--- src/rtl/front_spi_pkg.sv ---
// Shared types and constants for the front-panel SPI master.
package front_spi_pkg;

  typedef enum logic [2:0] {
    IDLE,
    SETUP,
    SHIFT,
    HOLD,
    GAP
  } spi_state_e;

  // SPI mode encodings {CPOL, CPHA}
  localparam logic [1:0] SPI_MODE_0 = 2'b00;
  localparam logic [1:0] SPI_MODE_1 = 2'b01;
  localparam logic [1:0] SPI_MODE_2 = 2'b10;
  localparam logic [1:0] SPI_MODE_3 = 2'b11;

  function automatic int unsigned max3(input int unsigned a, input int unsigned b,
                                       input int unsigned c);
    int unsigned m;
    m = (a > b) ? a : b;
    return (m > c) ? m : c;
  endfunction

endpackage

--- src/rtl/spi_sclk_gen.sv ---
// SCLK divider: toggles SCLK every CLK_DIV cycles while enabled and flags
// whether the coming toggle is the leading or trailing edge.
module spi_sclk_gen #(
  parameter int unsigned CLK_DIV = 4,
  parameter bit          CPOL    = 1'b0
) (
  input  logic i_clk,
  input  logic i_rst,
  input  logic en,
  output logic sclk,
  output logic lead,
  output logic trail
);

  localparam int unsigned DW       = $clog2(CLK_DIV + 1);
  localparam logic [DW-1:0] DIV_LOAD = DW'(CLK_DIV - 1);

  logic [DW-1:0] div;
  logic          tc;

  assign tc    = en && (div == '0);
  assign lead  = tc && (sclk == CPOL);
  assign trail = tc && (sclk != CPOL);

  // Divider sits at its load value whenever disabled so every frame starts aligned.
  always_ff @(posedge i_clk) begin
    if (!i_rst) begin
      div  <= DIV_LOAD;
      sclk <= CPOL;
    end else if (!en) begin
      div  <= DIV_LOAD;
      sclk <= CPOL;
    end else if (tc) begin
      div  <= DIV_LOAD;
      sclk <= ~sclk;
    end else begin
      div  <= div - DW'(1);
    end
  end

endmodule

--- src/rtl/front_spi_master.sv ---
// Single-chip-select full-duplex SPI master; one MSB-first frame per start edge.
module front_spi_master
  import front_spi_pkg::*;
#(
  parameter int unsigned DATA_WIDTH   = 24,
  parameter int unsigned CLK_DIV      = 4,
  parameter bit          CPOL         = 1'b0,
  parameter bit          CPHA         = 1'b0,
  parameter int unsigned CS_SETUP_CYC = 2,
  parameter int unsigned CS_HOLD_CYC  = 2,
  parameter int unsigned CS_GAP_CYC   = 4
) (
  input  logic                  i_clk,
  input  logic                  i_rst,
  input  logic                  i_spi_start,
  input  logic [DATA_WIDTH-1:0] i_mosi_data,
  output logic [DATA_WIDTH-1:0] o_miso_data,
  output logic                  o_spi_done,
  output logic                  o_spi_busy,
  output logic                  n_cs,
  output logic                  o_sclk,
  output logic                  o_mosi,
  input  logic                  i_miso
);

  localparam int unsigned EW = $clog2(2 * DATA_WIDTH + 1);
  localparam int unsigned CW = $clog2(max3(CS_SETUP_CYC, CS_HOLD_CYC, CS_GAP_CYC) + 1);
  localparam logic [EW-1:0] LAST_EDGE  = EW'(2 * DATA_WIDTH - 1);
  localparam logic [CW-1:0] SETUP_LOAD = CW'(CS_SETUP_CYC - 1);
  localparam logic [CW-1:0] HOLD_LOAD  = CW'(CS_HOLD_CYC - 1);
  localparam logic [CW-1:0] GAP_LOAD   = (CS_GAP_CYC == 0) ? '0 : CW'(CS_GAP_CYC - 1);

  spi_state_e state, state_nxt;

  logic                  start_q, start_q2, accept;
  logic [CW-1:0]         cyc_cnt;
  logic                  cyc_zero;
  logic [EW-1:0]         edge_cnt;
  logic                  last_edge;
  logic [DATA_WIDTH-1:0] shreg, rxreg;
  logic                  miso_q;
  logic                  lead, trail, do_shift, do_sample, hold_exit;

  spi_sclk_gen #(
    .CLK_DIV (CLK_DIV),
    .CPOL    (CPOL)
  ) u_sclk (
    .i_clk (i_clk),
    .i_rst (i_rst),
    .en    (state == SHIFT),
    .sclk  (o_sclk),
    .lead  (lead),
    .trail (trail)
  );

  assign accept    = start_q && !start_q2 && (state == IDLE);
  assign cyc_zero  = (cyc_cnt == '0);
  assign last_edge = (edge_cnt == LAST_EDGE);
  assign do_sample = CPHA ? trail : lead;
  assign do_shift  = CPHA ? lead : (trail && !last_edge);
  assign hold_exit = (state == HOLD) && (state_nxt != HOLD);

  always_ff @(posedge i_clk) begin
    if (!i_rst) state <= IDLE;
    else        state <= state_nxt;
  end

  always_comb begin
    state_nxt = state;
    case (state)
      IDLE:    if (accept) state_nxt = SETUP;
      SETUP:   if (cyc_zero) state_nxt = SHIFT;
      SHIFT:   if ((lead || trail) && last_edge) state_nxt = HOLD;
      HOLD:    if (cyc_zero) state_nxt = (CS_GAP_CYC == 0) ? IDLE : GAP;
      GAP:     if (cyc_zero) state_nxt = IDLE;
      default: state_nxt = IDLE;
    endcase
  end

  // Phase counter reloads on every state entry and counts down to the exit cycle.
  always_ff @(posedge i_clk) begin
    if (!i_rst) begin
      cyc_cnt <= '0;
    end else if (state_nxt != state) begin
      case (state_nxt)
        SETUP:   cyc_cnt <= SETUP_LOAD;
        HOLD:    cyc_cnt <= HOLD_LOAD;
        GAP:     cyc_cnt <= GAP_LOAD;
        default: cyc_cnt <= '0;
      endcase
    end else if (!cyc_zero) begin
      cyc_cnt <= cyc_cnt - CW'(1);
    end
  end

  always_ff @(posedge i_clk) begin
    if (!i_rst) begin
      start_q  <= 1'b0;
      start_q2 <= 1'b0;
      miso_q   <= 1'b0;
    end else begin
      start_q  <= i_spi_start;
      start_q2 <= start_q;
      miso_q   <= i_miso;
    end
  end

  // CPHA=0 presents the MSB at accept; CPHA=1 drives each bit on its leading edge.
  always_ff @(posedge i_clk) begin
    if (!i_rst) begin
      shreg    <= '0;
      rxreg    <= '0;
      edge_cnt <= '0;
      o_mosi   <= 1'b0;
    end else if (accept) begin
      shreg    <= CPHA ? i_mosi_data : (i_mosi_data << 1);
      o_mosi   <= CPHA ? 1'b0 : i_mosi_data[DATA_WIDTH-1];
      rxreg    <= '0;
      edge_cnt <= '0;
    end else if (state == SHIFT) begin
      if (lead || trail) edge_cnt <= edge_cnt + EW'(1);
      if (do_shift) begin
        o_mosi <= shreg[DATA_WIDTH-1];
        shreg  <= {shreg[DATA_WIDTH-2:0], 1'b0};
      end
      if (do_sample) rxreg <= {rxreg[DATA_WIDTH-2:0], miso_q};
    end
  end

  always_ff @(posedge i_clk) begin
    if (!i_rst) begin
      n_cs        <= 1'b1;
      o_spi_busy  <= 1'b0;
      o_spi_done  <= 1'b0;
      o_miso_data <= '0;
    end else begin
      n_cs       <= !(state_nxt inside {SETUP, SHIFT, HOLD});
      o_spi_busy <= (state_nxt != IDLE);
      o_spi_done <= hold_exit;
      if (hold_exit) o_miso_data <= rxreg;
    end
  end

endmodule

--- config.mk ---
export PLATFORM = sky130hd
export DESIGN_NAME = front_spi_master
export DESIGN_NICKNAME = d
export VERILOG_FILES = /design/src/rtl/front_spi_pkg.sv /design/src/rtl/spi_sclk_gen.sv /design/src/rtl/front_spi_master.sv
export SDC_FILE = /design/constraint.sdc
export NUM_CORES = 1
export LEC_CHECK = 0
export CAP_MARGIN = 20
export CORE_ASPECT_RATIO = 1.25
export CORE_UTILIZATION = 45
export CTS_CLUSTER_SIZE = 12
export DETAILED_ROUTE_END_ITERATION = 10
export GPL_ROUTABILITY_DRIVEN = 0
export GPL_TIMING_DRIVEN = 0
export PLACE_DENSITY = 0.66
export SLEW_MARGIN = 20
export SYNTH_ARGS = -nofsm -noshare
export SYNTH_HDL_FRONTEND = slang
export SYNTH_SLANG_ARGS = --single-unit
--- constraint.sdc ---
create_clock -name i_clk -period 2.22 [get_ports i_clk]
set_input_delay 0.666 -clock i_clk [delete_from_list [all_inputs] [get_ports i_clk]]
set_output_delay 0.666 -clock i_clk [all_outputs]
set_load 0.02 [all_outputs]
Word-level counts from Yosys, hierarchy flattened
Index checks and enable logic that the tools add are counted.
{ "word_totals": {"out_inout_bits": 29, "reg_bits": 94, "in_bits": 28, "elab_cells": 74} }
{ "classes": {"eq_ne": 12, "n_mux": 15, "n_addsub": 3, "n_reduce_logical": 26, "bitwise": 3} }
{ "ops": {"columns": ["operator", "count"], "rows": [
  ["$mux W24", 3],
  ["$mux W3", 7],
  ["$pmux W3 S5", 1],
  ["$eq A3 B2 Y1 const B", 4],
  ["$logic_not A3 Y1", 3],
  ["$logic_and A1 B1 Y1", 8],
  ["$reduce_and A2 Y1", 4],
  ["$add A6 B1 Y6 const B", 1],
  ["$eq A3 B1 Y1 const B", 2],
  ["$eq A3 B3 Y1 const B", 2],
  ["$eq A6 B6 Y1 const B", 1],
  ["$reduce_bool A3 Y1", 2],
  ["$sub A3 B1 Y3 const B", 2],
  ["$pmux W2 S2", 1],
  ["$reduce_bool A2 Y1", 2],
  ["$reduce_or A2 Y1", 2],
  ["$logic_not A1 Y1", 3],
  ["$mux W1", 3],
  ["$ne A3 B2 Y1 const B", 1],
  ["$ne A3 B3 Y1", 1],
  ["$not A1 Y1", 3],
  ["$reduce_or A3 Y1", 1],
  ["$ne A2 B1 Y1 const B", 1],
  ["$logic_or A1 B1 Y1", 1]
]} }

Logic depth before layout (Yosys ltp)
Gate-level depths: netlist of the first run.
{ "logic_depth": {"ltp_word": 11, "ltp_mapped": 9, "ltp_nobuf": 6} }

Cells and area by module
From an unflattened synthesis of the first run, not the netlist that was laid out.
{ "unflattened": {"cells_unflattened": 405, "area_unflattened_um2": 3671.0} }
{ "modules_own_cells": {"columns": ["module", "instances", "cells_each", "area_per_inst_um2", "seq_area_each_um2"], "rows": [
  ["front_spi_master", 1, 384, 3484.6, 1801.7],
  ["spi_sclk_gen", 1, 21, 186.4, 80.1]
]} }

Worst setup path after synthesis of the first run
Ideal clock, no wire load.
{ "synth_timing": {"kind": "input -> register", "from": "input i_rst", "to": "register state[2]", "cell_stages": 6, "arrival_time_ns": 1.710, "setup_slack_ns": 0.378, "required_ns": 2.087, "setup_time_ns": 0.133, "path_buffers": 4, "path_cell_list": "clkbuf_1 clkbuf_1 inv_1 clkbuf_1 clkbuf_1 a21oi_1"} }
{ "synth_rtl": {"columns": ["item", "line_no", "rtl"], "rows": [
  ["start, declared", "front_spi_master.sv:14", "input logic i_rst,"],
  ["end signal, assigned", "front_spi_master.sv:65", "else state <= state_nxt;"],
  ["end, declared", "front_spi_master.sv:33", "spi_state_e state, state_nxt;"]
]} }
No word-level cell between the ends.

Worst setup path in the final report of the first run
{ "layout_timing": {"from": "register u_sclk.sclk", "to": "output o_sclk"} }
{ "layout_rtl": {"columns": ["item", "line_no", "rtl"], "rows": [
  ["start, declared", "spi_sclk_gen.sv:10", "output logic sclk,"],
  ["start signal, assigned", "spi_sclk_gen.sv:35", "sclk <= ~sclk;"],
  ["end, declared", "front_spi_master.sv:21", "output logic o_sclk,"]
]} }
No word-level cell between the ends.

==> results.sh, run 1 <==
export IMPL_timing_critical_path_cells="clkdlybuf4s50_1"
export IMPL_drt_first_iter_violations=102
export IMPL_wirelength_mm=8.22
export IMPL_vias=3314
export IMPL_clock_tree_buffer_depth=2
export IMPL_nNetsFinal=566
export IMPL_syn_area_per_cell_um2=8.38
export IMPL_die_h_um=106
export IMPL_number_of_enable_type_register_cells_in_the_synthesized_netlist=0
export IMPL_layout_cells_most_common="sky130_fd_sc_hd__nand2_1"
export IMPL_ys_ff_latch=94
export IMPL_setup_worst_path_start="u_sclk.sclk"
export IMPL_cellPowerDensity_nw_per_um2=728
export IMPL_synth_largest_area_cell="sky130_fd_sc_hd__dfxtp_1"
export IMPL_htree_num_levels=3
export IMPL_cp_num_buf_inv=1
export IMPL_critical_path_max_stage_delay_ps=620
export IMPL_unrepaired_setup_endpoints_after_global_routing="false"
export IMPL_ant_nets=0
export IMPL_worst_ep_arrival_time_ps=1400
export IMPL_count_of_maximum_capacitance_violations=0
export IMPL_synth_warning_count=0
export IMPL_cts_tree="done"
export IMPL_kind_of_path_behind_the_tightest_hold_check="reg -> reg"
export IMPL_fin_skew_ps=12.9
export IMPL_min_period_over_period_pct=93.3
export IMPL_finalHoldViolCount=0
export IMPL_slew_headroom_pct=64.9
export IMPL_chipWidth_um=85.4
export IMPL_mostFrequentLayoutCells="sky130_fd_sc_hd__nand2_1, sky130_fd_sc_hd__dfxtp_1, sky130_fd_sc_hd__a21oi_1"
export IMPL_antennaDiodeCount=0
export IMPL_reg2reg_launch_point="cyc_cnt[0]"
export IMPL_avgRoutedWirePerCell_um=12.9
export IMPL_r2r_worst_path_cells=8
export IMPL_placementRows=37
export IMPL_synth_flop_cell="sky130_fd_sc_hd__dfxtp_1"
export IMPL_clk_insertion_delay_late_ps=370
export IMPL_port_buffers=55
export IMPL_gr_total_overflow=0
export IMPL_status="complete, no violations"
export IMPL_final_util_pct=57.4
export IMPL_vdd_ir_drop_worst_mv=0.307
export IMPL_fillerInstances=802
export IMPL_post_route_cells_drive_above_1_share_pct=9.48
export IMPL_data_required_time_of_the_worst_path_ps=1550
export IMPL_cellLeakagePower_nw=1.77
export IMPL_timing_rr_end="o_miso_data[5]"
export IMPL_remaining_drc_errors=0
export IMPL_setup_viol=0
export IMPL_cp_start_kind="register"
export IMPL_cts_root_buffer_cell="sky130_fd_sc_hd__clkbuf_8"
export IMPL_synthToLayoutAreaGrowth_pct=22.3
export IMPL_critical_path_depth=1
export IMPL_total_power_mw=3.48
export IMPL_slew_violations=0
export IMPL_total_cts_buffers=9
export IMPL_via_count_of_the_first_global_routing_pass=3181
export IMPL_cts_sinks=94
export IMPL_r2r_slack_ps=220
export IMPL_async_reset_ff_share_pct=0
export IMPL_design_core_area_um2=8330
export IMPL_endpoint="o_sclk"
export IMPL_worstSetupPathType="reg -> out"
export IMPL_antenna_found_initial=0
export IMPL_critical_path_endpoint_type="output port"
export IMPL_postSynthNetCount=500
export IMPL_critical_path_peak_fanout=6
export IMPL_critPathTopFamily="buffers and inverters"
export IMPL_post_synth_instance_area_um2=3910
export IMPL_grt_max_degree=17
export IMPL_slowest_stage="sky130_fd_sc_hd__clkdlybuf4s50_1"
export IMPL_area_of_the_die_um2=9070
export IMPL_yosysSeqAreaShare_pct=48.1
export IMPL_floorplan_initialDensity_pct=47.0
export IMPL_dpl_cell_count=619
export IMPL_finalSetupTns_ps=0
export IMPL_netlist_area_leader_share_pct=48.1
export IMPL_yosys_top_cells_area="sky130_fd_sc_hd__dfxtp_1, sky130_fd_sc_hd__nand2_1, sky130_fd_sc_hd__a21oi_1, sky130_fd_sc_hd__a221o_1, sky130_fd_sc_hd__and3_1"
export IMPL_timing_fmax_mhz=483
export IMPL_min_from="u_sclk.div[0]"
export IMPL_io_pin_count=57
export IMPL_avgViaCountPerCell=5.22
export IMPL_finalWorstPathRequiredPeriod_ps=2070
export IMPL_dr_pass1_iters=4
export IMPL_cts_hold_repair_buffers=0
export IMPL_yosysUniqueCellTypes=43
export IMPL_grt_pass1_wl_mm=14.1
export IMPL_worst_tran_pin_value_ps=526
export IMPL_synth_cells=467
export IMPL_dp_hpwl_mm=6.01
export IMPL_grt_use_total_pct=19.5
export IMPL_number_of_standard_cells_in_the_layout_taps_in_and_fillers_out=635
export IMPL_clk_pin_slew_worst_paths_ps=90
worst min path at each step:
stage / slack, ps / endpoint / depth (start not counted)
6_report: 400 / u_sclk.div[0] / 1
5_1_grt: 420 / u_sclk.div[0] / 1
4_1_cts: 390 / u_sclk.div[0] / 1
3_5_place_dp: 370 / u_sclk.div[0] / 1
3_3_place_gp: 360 / u_sclk.div[0] / 1
2_1_floorplan: 360 / u_sclk.div[0] / 1
cell usage after synthesis (4+ instances only):
cell and instances:
sky130_fd_sc_hd__nor2_1 11, sky130_fd_sc_hd__xnor2_1 7, sky130_fd_sc_hd__and2_1 6, sky130_fd_sc_hd__buf_2 11, sky130_fd_sc_hd__clkbuf_1 20, sky130_fd_sc_hd__nand3_1 8
sky130_fd_sc_hd__ha_1 5, sky130_fd_sc_hd__dfxtp_1 94, sky130_fd_sc_hd__and3_1 23, sky130_fd_sc_hd__a21oi_1 74, sky130_fd_sc_hd__nor3_1 4, sky130_fd_sc_hd__a221o_1 21
sky130_fd_sc_hd__nand2_1 124, sky130_fd_sc_hd__nand2_2 9, sky130_fd_sc_hd__buf_6 4, sky130_fd_sc_hd__inv_1 7
final cells by class:
type                            count  area, µm²  share of cell area [%]
Buffer                             39        218                    4.55
Clock buffer                       10        128                    2.67
Clock inverter                      6       67.6                    1.41
Inverter                            7       26.3                   0.549
Multi-Input combinational cell    327       1790                    37.4
Sequential cell                    94       1880                    39.4
Tap cell                           97        121                    2.54
Timing Repair Buffer               55        551                    11.5
per-layer routing:
metal	wire, µm	vias to the layer above	track usage [%]
li1	-	1717	-
met1	3580	1529	22.2
met2	4230	57	35.3
met3	262	11	3.57
met4	145	0	8.21
met5	0	-	0
per-stage QoR:
| step | hold slack [ps] | setup WS (ps) | area, µm² |
|---|---|---|---|
| floorplan | 358 | 378 | 3910 |
| global placement | 365 | -193 | 4580 |
| detailed placement | 374 | -275 | 4580 |
| CTS | 393 | 22.3 | 4780 |
| global route | 421 | 23.0 | 4780 |
| finish | 396 | 150 | 4780 |
repair_timing:
action,CTS,global route
buffers inserted,0,0
endpoints found under the setup margin,0,23
gates resized for setup,0,8
cell families after synthesis:
kind of cell,Yosys count,synth area share [%]
XOR/XNOR,8,1.79
adder cells (fa/ha/maj),5,1.60
AND/OR/NAND/NOR,201,24.0
AO/OA/AOI/OAI,112,18.2
flip-flops,94,48.1
buffers and inverters,46,6.14
multiplexers,1,0.256
power by group:
part           total [mW]  switching [mW]  internal, mW
logic               0.560           0.318         0.241
registers            1.79          0.0326          1.76
clock network        1.13           0.606         0.527
registers in the layout (all words and copies together) (netlist names):
register / flops
o_miso_data: 24
miso_q: 1
u_sclk.sclk: 1
edge_cnt: 6
o_mosi: 1
state: 3
o_spi_busy: 1
u_sclk.div: 3
shreg: 23
start_q2: 1
rxreg: 24
n_cs: 1
start_q: 1
cyc_cnt: 3
o_spi_done: 1
Power figures use the tool's default switching activity.
==> run 2, diff against run 1 <==
Settings changed: CORE_MARGIN set to 3.
==> results.sh, run 2 (synthesized netlist as in run 1, its figures left out) <==
export IMPL_port_buffers=55
export IMPL_antenna_found_initial=0
export IMPL_via_count_of_the_first_global_routing_pass=3105
export IMPL_status="complete, no violations"
export IMPL_clock_tree_buffer_depth=2
export IMPL_slew_violations=0
export IMPL_cts_root_buffer_cell="sky130_fd_sc_hd__clkbuf_8"
export IMPL_fillerInstances=790
export IMPL_cts_hold_repair_buffers=0
export IMPL_cp_start_kind="input pin"
export IMPL_clk_insertion_delay_late_ps=360
export IMPL_gr_total_overflow=0
export IMPL_clk_pin_slew_worst_paths_ps=90
export IMPL_min_period_over_period_pct=92.3
export IMPL_total_cts_buffers=9
export IMPL_setup_viol=0
export IMPL_timing_fmax_mhz=488
export IMPL_reg_largest_list="o_miso_data: 24 flops, rxreg: 24 flops, shreg: 23 flops"
export IMPL_holdWs_ps=393
export IMPL_dpl_cell_count=619
export IMPL_ctsResizeCount=0
export IMPL_avgViaCountPerCell=5.21
export IMPL_critical_path_endpoint_type="register"
export IMPL_finalHoldViolCount=0
export IMPL_grt_use_total_pct=18.0
export IMPL_worstSetupPathType="in -> reg"
export IMPL_fin_skew_ps=9.30
export IMPL_critical_path_max_stage_delay_ps=480
export IMPL_floorplan_initialDensity_pct=47.0
export IMPL_cellPowerDensity_nw_per_um2=743
export IMPL_remaining_drc_errors=0
export IMPL_finalSetupTns_ps=0
export IMPL_drt_first_iter_violations=109
export IMPL_die_h_um=110
export IMPL_cts_sinks=94
export IMPL_unrepaired_setup_endpoints_after_global_routing="false"
export IMPL_critical_path_peak_fanout=10
export IMPL_slowest_stage="sky130_fd_sc_hd__clkbuf_1"
export IMPL_slew_headroom_pct=64.8
export IMPL_nNetsFinal=566
export IMPL_timing_critical_path_cells="clkbuf_1 -> clkbuf_1 -> inv_1 -> clkbuf_1 -> clkbuf_1 -> a21oi_1"
export IMPL_post_route_cells_drive_above_1_share_pct=9.11
export IMPL_most_used_cell_along_the_critical_path="sky130_fd_sc_hd__clkbuf_1"
export IMPL_mostFrequentLayoutCells="sky130_fd_sc_hd__nand2_1, sky130_fd_sc_hd__dfxtp_1, sky130_fd_sc_hd__a21oi_1"
export IMPL_placementRows=37
export IMPL_wirelength_mm=8.25
export IMPL_area_of_the_die_um2=9860
export IMPL_total_power_mw=3.57
export IMPL_design_core_area_um2=8330
export IMPL_avgRoutedWirePerCell_um=13.0
export IMPL_antennaDiodeCount=0
export IMPL_worst_ep_arrival_time_ps=2270
export IMPL_grt_max_degree=16
export IMPL_preCtsSetupSlack_ps=-207
export IMPL_kind_of_path_behind_the_tightest_hold_check="reg -> reg"
export IMPL_dp_hpwl_mm=6.03
export IMPL_htree_num_levels=3
export IMPL_finalWorstPathRequiredPeriod_ps=2050
export IMPL_dr_pass1_iters=4
export IMPL_setup_slack_ps=172
export IMPL_vdd_ir_drop_worst_mv=0.312
export IMPL_vias=3309
export IMPL_chipWidth_um=89.4
export IMPL_count_of_maximum_capacitance_violations=0
export IMPL_layout_cells_most_common="sky130_fd_sc_hd__nand2_1"
export IMPL_post_cts_buffers=0
export IMPL_grt_pass1_wl_mm=14.1
export IMPL_ant_nets=0
export IMPL_io_pin_count=57
export IMPL_data_required_time_of_the_worst_path_ps=2440
export IMPL_number_of_standard_cells_in_the_layout_taps_in_and_fillers_out=635
export IMPL_cts_tree="done"
export IMPL_synthToLayoutAreaGrowth_pct=22.8
export IMPL_worst_tran_pin_value_ps=528
export IMPL_cellLeakagePower_nw=1.80
run 2: final timing paths:
| path | end | slack (ps) | start | cells past startpoint |
|---|---|---|---|---|
| worst max-delay path | o_miso_data[4] | 170 | i_rst | 6 |
| worst min register to register | u_sclk.div[0] | 390 | u_sclk.div[0] | 1 |
| worst min-delay path | u_sclk.div[0] | 390 | u_sclk.div[0] | 1 |
| worst max register to register | cyc_cnt[1] | 290 | cyc_cnt[0] | 9 |
run 2: stage by stage:
stage	cell area, µm²	util [%]
after global placement	4580	55.0
after CTS	4800	57.6
final	4800	57.6
after global routing	4800	57.6
after detailed placement	4580	55.0
after floorplan	3910	-
run 2: power breakdown:
group	leakage, nW	internal (mW)	switching [mW]
registers	0.761	1.76	0.0311
logic	0.931	0.241	0.315
clock network	0.106	0.633	0.590
total	1.80	2.63	0.937
run 2: area by class of cell:
type | instances | area (µm²) | area share (%)
Clock inverter | 6 | 86.3 | 1.80
Multi-Input combinational cell | 327 | 1790 | 37.3
Sequential cell | 94 | 1880 | 39.2
Timing Repair Buffer | 55 | 553 | 11.5
Inverter | 7 | 26.3 | 0.547
Clock buffer | 10 | 128 | 2.66
Tap cell | 97 | 121 | 2.53
Buffer | 39 | 216 | 4.51
run 2: worst max-delay path: cells and delay by family:
kind | cells | cell delay, ps
AOI/OAI and AO/OA | 1 | 80
buffers and inverters | 5 | 1520
run 2: layer usage:
metal  routed length [µm]  global-route usage [%]
met5                    0                       0
met4                  160                    7.02
met3                  334                    3.49
met2                 4160                    32.1
met1                 3590                    21.0
==> run 3, diff against run 2 <==
Settings changed: CTS_CLUSTER_DIAMETER set to 100.
Clock period 2.22 ns to 2.5 ns, I/O delays scaled along.
==> results.sh, run 3 (synthesized netlist as in run 1, its figures left out) <==
export IMPL_status="complete, no violations"
export IMPL_nNetsFinal=566
export IMPL_p_sw_mw=0.830
export IMPL_setup_slack_ps=258
export IMPL_ant_nets=0
export IMPL_sequentialPowerShare_pct=50.1
export IMPL_dr_pass1_iters=4
export IMPL_holdWs_ps=393
export IMPL_critical_path_endpoint_type="output port"
export IMPL_clk_insertion_delay_late_ps=360
export IMPL_fin_skew_ps=9.49
export IMPL_critical_path_peak_fanout=6
export IMPL_reg_largest_list="o_miso_data: 24 flops, rxreg: 24 flops, shreg: 23 flops"
export IMPL_fillerInstances=793
export IMPL_reg2reg_launch_point="cyc_cnt[0]"
export IMPL_cts_root_buffer_cell="sky130_fd_sc_hd__clkbuf_8"
export IMPL_remaining_drc_errors=0
export IMPL_grt_use_total_pct=18.0
export IMPL_setup_viol=0
export IMPL_area_of_the_die_um2=9860
export IMPL_cts_tree="done"
export IMPL_io_pin_count=57
export IMPL_preCtsSetupSlack_ps=-10.7
export IMPL_placement_cell_area_um2=4580
export IMPL_kind_of_path_behind_the_tightest_hold_check="reg -> reg"
export IMPL_total_cts_buffers=9
export IMPL_gr_total_overflow=0
export IMPL_clk_pin_slew_worst_paths_ps=90
export IMPL_layout_cells_most_common="sky130_fd_sc_hd__nand2_1"
export IMPL_cellPowerDensity_nw_per_um2=660
export IMPL_dp_hpwl_mm=6.03
export IMPL_wirelength_mm=8.24
export IMPL_cp_num_buf_inv=1
export IMPL_ctsResizeCount=0
export IMPL_chipWidth_um=89.4
export IMPL_worst_tran_pin_value_ps=530
export IMPL_r2r_slack_ps=420
export IMPL_finalHoldViolCount=0
export IMPL_post_route_cells_drive_above_1_share_pct=8.74
export IMPL_worst_ep_arrival_time_ps=1490
export IMPL_grt_pass1_wl_mm=14.1
export IMPL_die_h_um=110
export IMPL_mostFrequentLayoutCells="sky130_fd_sc_hd__nand2_1, sky130_fd_sc_hd__dfxtp_1, sky130_fd_sc_hd__a21oi_1"
export IMPL_min_period_over_period_pct=89.7
export IMPL_antenna_found_initial=0
export IMPL_unrepaired_setup_endpoints_after_global_routing="false"
export IMPL_clock_tree_buffer_depth=2
export IMPL_floorplan_initialDensity_pct=47.0
export IMPL_grt_max_degree=16
export IMPL_count_of_maximum_capacitance_violations=0
export IMPL_slew_violations=0
export IMPL_critPathTopFamily="buffers and inverters"
export IMPL_drt_first_iter_violations=113
export IMPL_critical_path_max_stage_delay_ps=660
export IMPL_r2r_worst_path_cells=9
export IMPL_htree_num_levels=3
export IMPL_post_cts_buffers=0
export IMPL_slowest_stage="sky130_fd_sc_hd__clkdlybuf4s50_1"
export IMPL_cts_sinks=94
export IMPL_vdd_ir_drop_worst_mv=0.277
export IMPL_share_comb_of_total_power_pct=15.6
export IMPL_critical_path_depth=1
export IMPL_avgViaCountPerCell=5.19
export IMPL_total_power_mw=3.17
export IMPL_data_required_time_of_the_worst_path_ps=1750
export IMPL_finalWorstPathRequiredPeriod_ps=2240
export IMPL_clockPowerShare_pct=34.3
export IMPL_setup_worst_path_start="u_sclk.sclk"
export IMPL_design_core_area_um2=8330
export IMPL_avgRoutedWirePerCell_um=13.0
export IMPL_intPower_mw=2.34
export IMPL_sw_frac_of_total_pct=26.2
export IMPL_cellLeakagePower_nw=1.77
export IMPL_vias=3295
export IMPL_placementRows=37
export IMPL_port_buffers=55
export IMPL_antennaDiodeCount=0
export IMPL_synthToLayoutAreaGrowth_pct=22.6
export IMPL_slew_headroom_pct=64.7
export IMPL_finalSetupTns_ps=0
export IMPL_cp_start_kind="register"
export IMPL_via_count_of_the_first_global_routing_pass=3105
export IMPL_timing_critical_path_cells="clkdlybuf4s50_1"
export IMPL_endpoint="o_sclk"
export IMPL_design_area_um2=4800
export IMPL_worstSetupPathType="reg -> out"
export IMPL_timing_rr_end="cyc_cnt[1]"
export IMPL_timing_fmax_mhz=446
export IMPL_cts_hold_repair_buffers=0
[run 3: worst reg2reg max path: stages, from the launching register on]
cell and delay [ps]:
sky130_fd_sc_hd__dfxtp_1 330, sky130_fd_sc_hd__inv_1 80, sky130_fd_sc_hd__ha_1 180, sky130_fd_sc_hd__nor2b_1 120, sky130_fd_sc_hd__buf_2 200, sky130_fd_sc_hd__and3_1 170, sky130_fd_sc_hd__clkbuf_1 270, sky130_fd_sc_hd__clkbuf_1 400
sky130_fd_sc_hd__nand2_1 150, sky130_fd_sc_hd__o41ai_1 90
[run 3: power groups by stage]
stage | combinational, mW | sequential [mW] | clock, mW
after floorplan | 0.343 | 1.63 | 0
after CTS | 0.494 | 1.59 | 1.11
after global placement | 0.477 | 1.62 | 0
after detailed placement | 0.492 | 1.62 | 0
after global routing | 0.553 | 1.60 | 1.17
final | 0.493 | 1.59 | 1.08
[run 3: area by class of cell]
type	count	area [µm²]	share of cell area, %
plain buffers	39	214	4.46
clock buffers	10	128	2.66
clock inverters	6	86.3	1.80
inverters	7	26.3	0.548
multi-input cells	327	1790	37.3
flip-flops and latches	94	1880	39.2
well taps	97	121	2.53
repair buffers	55	551	11.5
[run 3: worst min path at each step]
stage,depth (start not counted),startpoint,end
2_1_floorplan,1,u_sclk.div[0],u_sclk.div[0]
4_1_cts,1,u_sclk.div[0],u_sclk.div[0]
5_1_grt,1,u_sclk.div[0],u_sclk.div[0]
6_report,1,u_sclk.div[0],u_sclk.div[0]
3_3_place_gp,1,u_sclk.div[0],u_sclk.div[0]
3_5_place_dp,1,u_sclk.div[0],u_sclk.div[0]
[run 3: through the flow]
step                instances  utilization, %
finish                    635            57.6
global route              635            57.6
CTS                       635            57.6
detailed placement        619            55.0
global placement          619            55.0
floorplan                 467               -
[run 3: layer usage]
| metal | wire (µm) | global-route usage, % | share of wire (%) |
|---|---|---|---|
| met5 | 0 | 0 | 0 |
| met4 | 160 | 7.02 | 1.9 |
| met3 | 332 | 3.49 | 4.0 |
| met2 | 4150 | 32.1 | 50 |
| met1 | 3600 | 21.0 | 44 |
